File: src/rtl/ram_burst_ctrl_pkg.sv
`default_nettype none
// ============================================================================
// Module      : ram_burst_ctrl_pkg
// Description : Shared types and constants for the RAM burst controller:
//               FSM state encoding, read-buffer geometry, default widths.
// Revision    : 1.0 - initial release
// ============================================================================
package ram_burst_ctrl_pkg;

    // Default datapath widths
    localparam int DEF_AW = 8;
    localparam int DEF_DW = 4;
    localparam int DEF_LW = 8;

    // Read output buffer geometry; pointers wrap modulo BUF_DEPTH
    localparam int unsigned BUF_DEPTH = 3;
    localparam int          PTR_W     = 2;
    localparam int          CNT_W     = 2;

    // Controller FSM states
    typedef enum logic [1:0] {
        ST_IDLE  = 2'd0,
        ST_WRITE = 2'd1,
        ST_READ  = 2'd2,
        ST_DRAIN = 2'd3
    } state_e;

    // Advance a buffer pointer, wrapping after the last entry
    function automatic logic [PTR_W-1:0] ptr_inc(input logic [PTR_W-1:0] p);
        return (p == PTR_W'(BUF_DEPTH - 1)) ? '0 : p + PTR_W'(1);
    endfunction

endpackage : ram_burst_ctrl_pkg
`default_nettype wire

File: src/rtl/ram_burst_rdbuf.sv
`default_nettype none
// ============================================================================
// Module      : ram_burst_rdbuf
// Description : 3-entry FIFO holding {last, data} read beats between the RAM
//               capture stage and the backpressured read stream.
// Revision    : 1.0 - initial release
// ============================================================================
module ram_burst_rdbuf
    import ram_burst_ctrl_pkg::*;
#(
    parameter int W = DEF_DW + 1
) (
    input  logic             clk,
    input  logic             rst_n,
    input  logic             push_i,
    input  logic [W-1:0]     push_data_i,
    input  logic             pop_i,
    output logic [W-1:0]     head_o,
    output logic [CNT_W-1:0] count_o,
    output logic             full_o,
    output logic             empty_o
);

    logic [W-1:0]     mem_q [BUF_DEPTH];
    logic [PTR_W-1:0] wr_ptr_q;
    logic [PTR_W-1:0] rd_ptr_q;
    logic [CNT_W-1:0] count_q;
    logic             w_do_push;
    logic             w_do_pop;

    assign empty_o = (count_q == '0);
    assign full_o  = (count_q == CNT_W'(BUF_DEPTH));
    assign count_o = count_q;
    assign head_o  = mem_q[rd_ptr_q];

    // A push into a full buffer is only legal when a pop frees a slot
    assign w_do_pop  = pop_i & ~empty_o;
    assign w_do_push = push_i & (~full_o | w_do_pop);

    // Pointers and occupancy; reset flushes the buffer
    always_ff @(posedge clk or negedge rst_n) begin
        if (!rst_n) begin
            wr_ptr_q <= '0;
            rd_ptr_q <= '0;
            count_q  <= '0;
        end else begin
            if (w_do_push) wr_ptr_q <= ptr_inc(wr_ptr_q);
            if (w_do_pop)  rd_ptr_q <= ptr_inc(rd_ptr_q);
            case ({w_do_push, w_do_pop})
                2'b10:   count_q <= count_q + CNT_W'(1);
                2'b01:   count_q <= count_q - CNT_W'(1);
                default: count_q <= count_q;
            endcase
        end
    end

    // Storage needs no reset: the empty flag hides stale entries
    always_ff @(posedge clk) begin
        if (w_do_push) mem_q[wr_ptr_q] <= push_data_i;
    end

endmodule : ram_burst_rdbuf
`default_nettype wire

File: src/rtl/ram_burst_ctrl.sv
`default_nettype none
// ============================================================================
// Module      : ram_burst_ctrl
// Description : Burst initiator for a synchronous RAM with 1-cycle registered
//               read. Write bursts stream data onto the RAM write port; read
//               bursts issue reads with credit-based flow control into a
//               3-entry buffer feeding a backpressured read stream.
// Revision    : 1.0 - initial release
// ============================================================================
module ram_burst_ctrl
    import ram_burst_ctrl_pkg::*;
#(
    parameter int AW = DEF_AW,
    parameter int DW = DEF_DW,
    parameter int LW = DEF_LW
) (
    input  logic          clk,
    input  logic          rst_n,
    input  logic          cmd_valid_i,
    output logic          cmd_ready_o,
    input  logic          cmd_write_i,
    input  logic [AW-1:0] cmd_addr_i,
    input  logic [LW-1:0] cmd_len_i,
    input  logic          wr_valid_i,
    output logic          wr_ready_o,
    input  logic [DW-1:0] wr_data_i,
    output logic          rd_valid_o,
    input  logic          rd_ready_i,
    output logic [DW-1:0] rd_data_o,
    output logic          rd_last_o,
    output logic          cmd_done_o,
    output logic          ram_write_en_o,
    output logic [AW-1:0] ram_write_addr_o,
    output logic [DW-1:0] ram_write_data_o,
    output logic          ram_read_en_o,
    output logic [AW-1:0] ram_read_addr_o,
    input  logic [DW-1:0] ram_read_data_i
);

    state_e        state_q, state_d;
    logic [AW-1:0] addr_q, addr_d;
    logic [LW-1:0] len_q, len_d;
    logic [LW-1:0] beat_q, beat_d;
    logic          cmd_ready_q, cmd_ready_d;
    logic          cmd_done_q, cmd_done_d;
    logic          wen_q, wen_d;
    logic [AW-1:0] waddr_q, waddr_d;
    logic [DW-1:0] wdata_q, wdata_d;
    logic          ren_q, ren_d;
    logic [AW-1:0] raddr_q, raddr_d;
    logic          rlast_q, rlast_d;
    logic          cap_q;
    logic          cap_last_q;
    logic [1:0]    inflight_q, inflight_d;

    logic [DW:0]      w_head;
    logic [CNT_W-1:0] w_count;
    logic             w_full;
    logic             w_empty;
    logic             w_push;
    logic             w_pop;
    logic             w_wr_hs;
    logic             w_issue;
    logic [2:0]       w_level;

    assign w_wr_hs = wr_valid_i & (state_q == ST_WRITE);
    assign w_pop   = ~w_empty & rd_ready_i;
    // The beat read at the previous edge is on ram_read_data_i now
    assign w_push  = cap_q;

    // Credit check: buffered + in-flight, less the beat leaving this cycle
    assign w_level = 3'(w_count) + 3'(inflight_q) - 3'(w_pop);
    assign w_issue = (state_q == ST_READ) && (w_level < 3'(BUF_DEPTH));

    ram_burst_rdbuf #(
        .W (DW + 1)
    ) u_rdbuf (
        .clk         (clk),
        .rst_n       (rst_n),
        .push_i      (w_push),
        .push_data_i ({cap_last_q, ram_read_data_i}),
        .pop_i       (w_pop),
        .head_o      (w_head),
        .count_o     (w_count),
        .full_o      (w_full),
        .empty_o     (w_empty)
    );

    // Next-state, burst bookkeeping and RAM port decode
    always_comb begin
        state_d    = state_q;
        addr_d     = addr_q;
        len_d      = len_q;
        beat_d     = beat_q;
        cmd_done_d = 1'b0;
        wen_d      = 1'b0;
        waddr_d    = waddr_q;
        wdata_d    = wdata_q;
        ren_d      = 1'b0;
        raddr_d    = raddr_q;
        rlast_d    = 1'b0;
        unique case (state_q)
            ST_IDLE: begin
                if (cmd_valid_i && cmd_ready_q) begin
                    addr_d  = cmd_addr_i;
                    len_d   = cmd_len_i;
                    beat_d  = '0;
                    state_d = cmd_write_i ? ST_WRITE : ST_READ;
                end
            end
            ST_WRITE: begin
                if (w_wr_hs) begin
                    wen_d   = 1'b1;
                    waddr_d = addr_q;
                    wdata_d = wr_data_i;
                    addr_d  = addr_q + AW'(1);
                    beat_d  = beat_q + LW'(1);
                    if (beat_q == len_q) begin
                        cmd_done_d = 1'b1;
                        state_d    = ST_IDLE;
                    end
                end
            end
            ST_READ: begin
                if (w_issue) begin
                    ren_d   = 1'b1;
                    raddr_d = addr_q;
                    rlast_d = (beat_q == len_q);
                    addr_d  = addr_q + AW'(1);
                    beat_d  = beat_q + LW'(1);
                    if (beat_q == len_q) state_d = ST_DRAIN;
                end
            end
            ST_DRAIN: begin
                // Done once nothing is in flight and the buffer empties now
                if (inflight_q == 2'd0 && (w_count - CNT_W'(w_pop)) == '0) begin
                    cmd_done_d = 1'b1;
                    state_d    = ST_IDLE;
                end
            end
            default: state_d = ST_IDLE;
        endcase
        cmd_ready_d = (state_d == ST_IDLE);
        inflight_d  = inflight_q + 2'(w_issue) - 2'(w_push);
    end

    // All controller state and registered outputs; async reset abandons bursts
    always_ff @(posedge clk or negedge rst_n) begin
        if (!rst_n) begin
            state_q     <= ST_IDLE;
            addr_q      <= '0;
            len_q       <= '0;
            beat_q      <= '0;
            cmd_ready_q <= 1'b0;
            cmd_done_q  <= 1'b0;
            wen_q       <= 1'b0;
            waddr_q     <= '0;
            wdata_q     <= '0;
            ren_q       <= 1'b0;
            raddr_q     <= '0;
            rlast_q     <= 1'b0;
            cap_q       <= 1'b0;
            cap_last_q  <= 1'b0;
            inflight_q  <= '0;
        end else begin
            state_q     <= state_d;
            addr_q      <= addr_d;
            len_q       <= len_d;
            beat_q      <= beat_d;
            cmd_ready_q <= cmd_ready_d;
            cmd_done_q  <= cmd_done_d;
            wen_q       <= wen_d;
            waddr_q     <= waddr_d;
            wdata_q     <= wdata_d;
            ren_q       <= ren_d;
            raddr_q     <= raddr_d;
            rlast_q     <= rlast_d;
            cap_q       <= ren_q;
            cap_last_q  <= rlast_q;
            inflight_q  <= inflight_d;
        end
    end

    assign cmd_ready_o      = cmd_ready_q;
    assign wr_ready_o       = (state_q == ST_WRITE);
    assign cmd_done_o       = cmd_done_q;
    assign ram_write_en_o   = wen_q;
    assign ram_write_addr_o = waddr_q;
    assign ram_write_data_o = wdata_q;
    assign ram_read_en_o    = ren_q;
    assign ram_read_addr_o  = raddr_q;
    assign rd_valid_o       = ~w_empty;
    // Head storage is not reset, so mask it while the buffer is empty
    assign rd_data_o        = w_empty ? '0 : w_head[DW-1:0];
    assign rd_last_o        = w_empty ? 1'b0 : w_head[DW];

    // The credit scheme guarantees a slot for every captured beat
    a_no_overflow : assert property (@(posedge clk) disable iff (!rst_n)
        !(w_push && w_full && !w_pop));

endmodule : ram_burst_ctrl
`default_nettype wire

File: config.mk
export PLATFORM = sky130hd
export DESIGN_NAME = ram_burst_ctrl
export DESIGN_NICKNAME = d
export VERILOG_FILES = /design/src/rtl/ram_burst_ctrl_pkg.sv /design/src/rtl/ram_burst_rdbuf.sv /design/src/rtl/ram_burst_ctrl.sv
export SDC_FILE = /design/constraint.sdc
export NUM_CORES = 1
export LEC_CHECK = 0
export ABC_CLOCK_PERIOD_IN_PS = 4400
export BUFFER_PORTS_ARGS = -buffer_cell sky130_fd_sc_hd__buf_4
export CORE_UTILIZATION = 45
export DETAILED_ROUTE_END_ITERATION = 7
export GPL_TIMING_DRIVEN = 0
export PLACE_DENSITY_LB_ADDON = 0.08
export RECOVER_POWER = 100
export SLEW_MARGIN = 20
export SYNTH_ARGS = -nofsm -noshare
export SYNTH_HDL_FRONTEND = slang
export SYNTH_SLANG_ARGS = --single-unit
File: constraint.sdc
create_clock -name clk -period 4.4 [get_ports clk]
set_clock_uncertainty 0.15 [all_clocks]
set_input_delay 0 -clock clk [delete_from_list [all_inputs] [get_ports clk]]
set_output_delay 0 -clock clk [all_outputs]
set_load 0.02 [all_outputs]
==> impl_metrics.json, run 1 <==
{
  "status": "finished with violations",
  "failed_checks": "capacitance limit, slew limit",
  "total_power_mw": 3.30,
  "fill_cells": 714,
  "dr.pass1.iters": 4,
  "r2r-start": "u_rdbuf.count_o[0]",
  "hold_violations": 0,
  "drive_gt1_frac": 0.163,
  "synthAdderAreaFrac": 0.0507,
  "pre_cts_slack_ns": 0.853,
  "path_max_fanout": 10,
  "place.detailed.hpwl_mm": 5.00,
  "clk_pin_slew_worst_paths_ns": 0.08,
  "worstSetupPathType": "reg2reg",
  "vias_per_cell": 5.20,
  "finalWirelength_mm": 7.39,
  "drv_cap": 1,
  "io_buffers": 60,
  "grt_pass1_vias": 2591,
  "synth_top_family_by_area": "multiplexers",
  "ys_types": 49,
  "grt_pass1_wl_mm": 12.2,
  "synth-compound-area-share": 0.103,
  "track_usage": 0.188,
  "netlist.area_leader.share": 0.424,
  "rsz0062_at_grt": "false",
  "ant_nets": 0,
  "fin_crit_sh": 0.825,
  "reg2regPathDepth": 11,
  "min_path_type": "in2reg",
  "r2r-end": "beat_q[1]",
  "drt_iter0_drc": 73,
  "synth_ff_type": "dfrtp_1",
  "fmax_mhz": 275,
  "synth_area_leaders": "dfrtp_1 42%, edfxtp_1 13%, mux2_2 6.6%",
  "avgSynthCellArea_um2": 11.7,
  "grt_max_degree": 62,
  "synth_common_cells": "61 x dfrtp_1, 21 x mux2_2, 20 x nand2_1, 20 x nor2_1, 18 x inv_1",
  "cp_data_required_time_ns": 4.52,
  "setup_violations": 0,
  "postCtsSetupBuffers": 0,
  "synth-edff-count": 15,
  "initial_core_util": 0.466,
  "startpoint": "u_rdbuf.count_o[0]",
  "final_nets": 449,
  "r2r_setup_slack_ns": 0.77,
  "slew_violations": 62,
  "grt_antenna_before_repair": 0,
  "relSlewSlack": -1.16,
  "netlist_area_um2": 3600,
  "leakage_nw": 2.01,
  "seq_area_frac_synth": 0.549,
  "cp.arrival_ns": 3.76,
  "cts_sinks": 76,
  "synth_xor_area_frac": 0.0340,
  "synth_most_common_cell": "dfrtp_1",
  "cts_max_level": 3,
  "num_vias": 2661,
  "die_y_um": 91.5,
  "cts_tree": "done",
  "synth.area.mux_share": 0.116,
  "period_needed_ns": 3.63,
  "drc": 0,
  "coreArea_um2": 7730,
  "synth_area_leader_cell": "dfrtp_1",
  "core.rowCount": 32,
  "critPathCapture": "beat_q[1]",
  "syn_inst": 307,
  "ys_async_sr_fraction": 0.803,
  "max_slew.worst_pin.slew_ns": 3.24,
  "diodes": 0,
  "io_pins": 61,
  "worst_slack_ns": 0.768,
  "synth_seq_cells": 76,
  "clkLatencyLatePin_ns": 0.35,
  "tns_ns": 0,
  "cellPowerDensity_nw_per_um2": 731,
  "die_w_um": 91.5,
  "cts_buffers": 9,
  "hp-start": "cmd_valid_i",
  "crit_path_end_kind": "register",
  "ys_warn_count": 0,
  "ctsLongestPathBuffers": 2,
  "syn-num-nets": 351,
  "detail_route.wl_per_cell_um": 14.4,
  "dieArea_um2": 8370,
  "syn2layout_area_growth_pct": 25.2,
  "synth-simple-area-share": 0.114,
  "place.gp.congestion": 0.757,
  "grt_overflow": 0,
  "cts_root_buf": "clkbuf_8",
  "ir_drop_mv": 0.301,
  "cp-start-kind": "register"
}
==> layout make-up <==
type,instances,area (um^2),share of cell area
repair buffers,87,589,0.131
multi-input cells,200,1490,0.330
well taps,102,128,0.0283
clock buffers,12,155,0.0344
plain buffers,10,42.5,0.00943
clock inverters,4,53.8,0.0119
inverters,21,78.8,0.0175
flip-flops and latches,76,1980,0.438
==> cell usage in the layout (no fill, tap or decap), types with 2 or more instances in the layout <==
cell           count
dfrtp_1           61
clkbuf_1          44
dlygate4sd3_1     27
buf_4             25
mux2_2            21
inv_1             20
nand2_1           20
nor2_1            20
a21oi_1           17
edfxtp_1          15
ha_1              13
clkbuf_8          11
xor2_1             9
mux2_1             9
mux2i_1            8
nand3_1            8
a31oi_1            7
o21ai_0            6
and3_1             5
nor3_1             5
xnor2_1            5
nor2b_1            4
a211o_1            4
nand4_1            4
o22ai_1            3
nor4_2             2
and2_0             2
o21ai_1            2
nor3b_1            2
o32ai_1            2
o2bb2ai_1          2
a21boi_0           2
a21o_1             2
inv_6              2
==> report_power, final <==
group | switching, mW | total (mW) | leakage (nW) | internal [mW]
Clock | 0.267 | 0.566 | 0.108 | 0.298
Combinational | 0.929 | 1.55 | 1.02 | 0.620
Sequential | 0.200 | 1.18 | 0.885 | 0.980
Total | 1.40 | 3.30 | 2.01 | 1.90
==> stage by stage <==
step / instance area (um^2) / utilization / instances / hold WS [ns]
floorplan: 3600 / - / 307 / -0.446
global placement: 4180 / 0.541 / 469 / -0.0163
detailed placement: 4180 / 0.541 / 469 / -0.0195
CTS: 4660 / 0.603 / 512 / 0.0913
global route: 4510 / 0.584 / 512 / 0.103
finish: 4510 / 0.584 / 512 / 0.0897
==> flip-flops by register name, indices dropped and copies added (netlist names) <==
name,cells
cap_last_q,1
ram_write_data_o,4
u_rdbuf.wr_ptr_q,2
u_rdbuf.rd_ptr_q,2
ram_read_en_o,1
state_q,2
ram_write_en_o,1
cmd_ready_o,1
ram_write_addr_o,8
len_q,8
ram_read_addr_o,8
u_rdbuf.count_o,2
cap_q,1
u_rdbuf.mem_q,15
cmd_done_o,1
beat_q,8
addr_q,8
rlast_q,1
inflight_q,2
==> worst min-delay path by stage <==
stage / cells past startpoint / slack (ns) / endpoint
finish: 5 / 0.09 / addr_q[7]
global route: 4 / 0.10 / state_q[1]
CTS: 5 / 0.09 / addr_q[7]
detailed placement: 1 / -0.02 / ram_write_data_o[2]
global placement: 1 / -0.02 / ram_write_data_o[2]
floorplan: 0 / -0.45 / addr_q[0]
==> metal layers <==
layer	routed length, um	up-vias	part of all wire	track usage
met5	0	-	0	0
met4	150	0	0.020	0.0780
met3	249	14	0.034	0.0343
met2	3610	50	0.49	0.321
met1	3390	1304	0.46	0.233
li1	-	1293	-	-
==> repair_timing <==
| action | CTS | global route |
|---|---|---|
| resized for setup | 0 | 0 |
| hold buffers | 27 | 0 |
| setup endpoints to repair | 0 | 0 |
| endpoints found under the hold margin | 99 | 0 |
==> cell families (layout without fill, tap and decap cells) <==
logic type      count (synthesis)  count (layout)
simple gates                   79              79
flops                          76              76
compound gates                 55              55
mux                            38              38
buf+inv                        31             134
fa+ha+maj                      14              14
xor+xnor                       14              14
==> critical path, stage by stage (launching register included) <==
cell	delay, ns
dfrtp_1	0.44
o21ai_0	0.41
inv_1	0.14
ha_1	0.32
inv_1	0.04
ha_1	0.18
fa_1	0.43
and2_0	0.16
o21ai_1	0.52
and2_0	0.34
buf_4	0.24
mux2i_1	0.19
Power figures use the tool's default switching activity.
==> run 2, diff against run 1 <==
--- a/config.mk
+++ b/config.mk
@@ -5,7 +5,7 @@
 export SDC_FILE = /design/constraint.sdc
 export NUM_CORES = 1
 export LEC_CHECK = 0
-export ABC_CLOCK_PERIOD_IN_PS = 4400
+export ABC_CLOCK_PERIOD_IN_PS = 2910
 export BUFFER_PORTS_ARGS = -buffer_cell sky130_fd_sc_hd__buf_4
 export CORE_UTILIZATION = 45
 export DETAILED_ROUTE_END_ITERATION = 7
==> constraint.sdc (replaced) <==
create_clock -name clk -period 2.91 [get_ports clk]
set_clock_uncertainty 0.15 [all_clocks]
set_input_delay 0 -clock clk [delete_from_list [all_inputs] [get_ports clk]]
set_output_delay 0 -clock clk [all_outputs]
set_load 0.02 [all_outputs]
==> run 2 against run 1 <==
Compared with the run above: the flow finishes with violations (capacitance limit); worst hold slack lost 0.0044 ns; non-clock buffer count increased by 6; critical path depth increased by 3; clock power increased by 49%; sequential share of layout area down 1.2 points; core utilization increased by 1.7 points.
==> impl_metrics.json, run 2 (synthesis gave the netlist of run 1 again) <==
{
  "path_max_fanout": 2,
  "path_cells": "o21ai_4 > inv_2 > ha_4 > inv_2 > ha_4 > fa_1 > and2_4 > nor2_1 > nand2_1 > ha_1 > inv_1 > ha_2 > xnor2_2 > xnor2_1",
  "p_switching_mw": 2.18,
  "relSlewSlack": 0.00440,
  "dr.pass1.iters": 4,
  "final_nets": 455,
  "die_y_um": 91.5,
  "grt_pass1_wl_mm": 12.6,
  "final_core_util": 0.601,
  "regMostFlops": "u_rdbuf.mem_q",
  "grt_overflow": 0,
  "cts_root_buf": "clkbuf_8",
  "syn2layout_area_growth_pct": 28.9,
  "crit_path_end_kind": "register",
  "drive_gt1_frac": 0.214,
  "pwr-share-seq": 0.342,
  "failed_checks": "capacitance limit",
  "ir_drop_mv": 0.522,
  "place.detailed.hpwl_mm": 5.00,
  "die_w_um": 91.5,
  "clk_pin_slew_worst_paths_ns": 0.07,
  "finalWirelength_mm": 7.37,
  "min_path_type": "in2reg",
  "largest_register_ffs": 15,
  "ctsLongestPathBuffers": 2,
  "setup_violations": 0,
  "hold_violations": 0,
  "slowest_stage": "fa_1",
  "initial_core_util": 0.466,
  "detail_route.wl_per_cell_um": 14.2,
  "period_needed_ns": 2.89,
  "cts_max_level": 3,
  "io_buffers": 60,
  "core.rowCount": 32,
  "coreArea_um2": 7730,
  "drv_cap": 1,
  "drc": 0,
  "max_slew.worst_pin.slew_ns": 1.49,
  "tns_ns": 0,
  "fin_crit_sh": 0.995,
  "cp-start-kind": "register",
  "worstSetupPathType": "reg2reg",
  "dieArea_um2": 8370,
  "grt_antenna_before_repair": 0,
  "layout_common_cells": "60 x dfrtp_1, 42 x clkbuf_1, 31 x buf_4, 27 x dlygate4sd3_1, 21 x mux2_2",
  "cellPowerDensity_nw_per_um2": 1130,
  "clock_power_share": 0.162,
  "grt_max_degree": 62,
  "cts_tree": "done",
  "cp_data_required_time_ns": 2.99,
  "vias_per_cell": 5.12,
  "slowest_delay_ns": 0.44,
  "mostFrequentLayoutCell": "dfrtp_1",
  "io_pins": 61,
  "rsz0062_at_grt": "true",
  "num_vias": 2653,
  "cts_sinks": 76,
  "ant_nets": 0,
  "cp.arrival_ns": 2.97,
  "swShare": 0.417,
  "slew_violations": 0,
  "fmax_mhz": 346,
  "p_int_mw": 3.05,
  "diodes": 0,
  "place.gp.congestion": 0.749,
  "drt_iter0_drc": 106,
  "grt_pass1_vias": 2656,
  "clkLatencyLatePin_ns": 0.34,
  "cts_buffers": 9,
  "leakage_nw": 2.05,
  "status": "finished with violations",
  "power_frac_comb": 0.497,
  "track_usage": 0.195
}
==> run 2: path summary, 6_finish.rpt <==
kind	start	endpoint	slack, ns	cells past startpoint
min in group asynchronous	rst_n	ram_write_data_o[2]	0.40	2
max in group asynchronous	rst_n	u_rdbuf.count_o[0]	1.23	2
setup / recovery	u_rdbuf.count_o[1]	inflight_q[1]	0.02	14
hold reg to reg	rlast_q	cap_last_q	0.21	0
hold / removal	cmd_valid_i	state_q[1]	0.09	4
setup reg to reg	u_rdbuf.count_o[1]	inflight_q[1]	0.02	14
==> run 2: critical path: cells and delay by family (launching register included) <==
family	cells	cell delay (ns)
buffers and inverters	3	0.15
DFF	1	0.41
xor gates and xnor gates	2	0.25
adders and majority gates	5	1.30
AOI/OAI and AO/OA	1	0.17
and+or+nand+nor	3	0.35
==> run 2: timing repair <==
| action | CTS | global route |
|---|---|---|
| gates resized for setup | 7 | 8 |
| hold endpoints to repair | 100 | 0 |
| hold buffers | 27 | 0 |
| pin swaps | 4 | 2 |
| setup endpoints to repair | 24 | 23 |
| setup buffers | 5 | 1 |
==> run 2: layout make-up <==
| class | count | area, um^2 |
|---|---|---|
| tap | 102 | 128 |
| clock inverter | 5 | 76.3 |
| multi-input combinational | 200 | 1570 |
| fill | 684 | 3080 |
| clock buffer | 11 | 131 |
| timing repair buffer | 93 | 639 |
| inverter | 21 | 81.3 |
| sequential | 76 | 1980 |
| buffer | 10 | 43.8 |
==> run 2: stage by stage <==
step / power, mW / worst slack [ns] / hold slack [ns] / instance area, um^2 / instances
after global placement: 4.29 / -0.151 / -0.0209 / 4190 / 469
final: 5.24 / 0.0160 / 0.0853 / 4640 / 518
after global routing: 5.64 / -0.0962 / 0.111 / 4640 / 518
after floorplan: 3.56 / 0.0119 / -0.446 / 3610 / 307
after detailed placement: 4.36 / -0.168 / -0.0188 / 4190 / 469
after CTS: 5.36 / -0.00896 / 0.0876 / 4730 / 517
==> run 2: power by group through the flow <==
stage               combinational, mW  clock, mW  sequential (mW)
floorplan                        1.63          0             1.93
global placement                 2.49          0             1.81
detailed placement               2.55          0             1.82
CTS                              2.69      0.871             1.79
global route                     2.88      0.918             1.85
finish                           2.60      0.846             1.79
==> run 2: metal layers <==
layer | vias up | wire [um] | track usage
li1 | 1292 | - | -
met1 | 1312 | 3340 | 0.244
met2 | 42 | 3710 | 0.333
met3 | 7 | 240 | 0.0486
met4 | 0 | 85 | 0.0556
met5 | - | 0 | 0
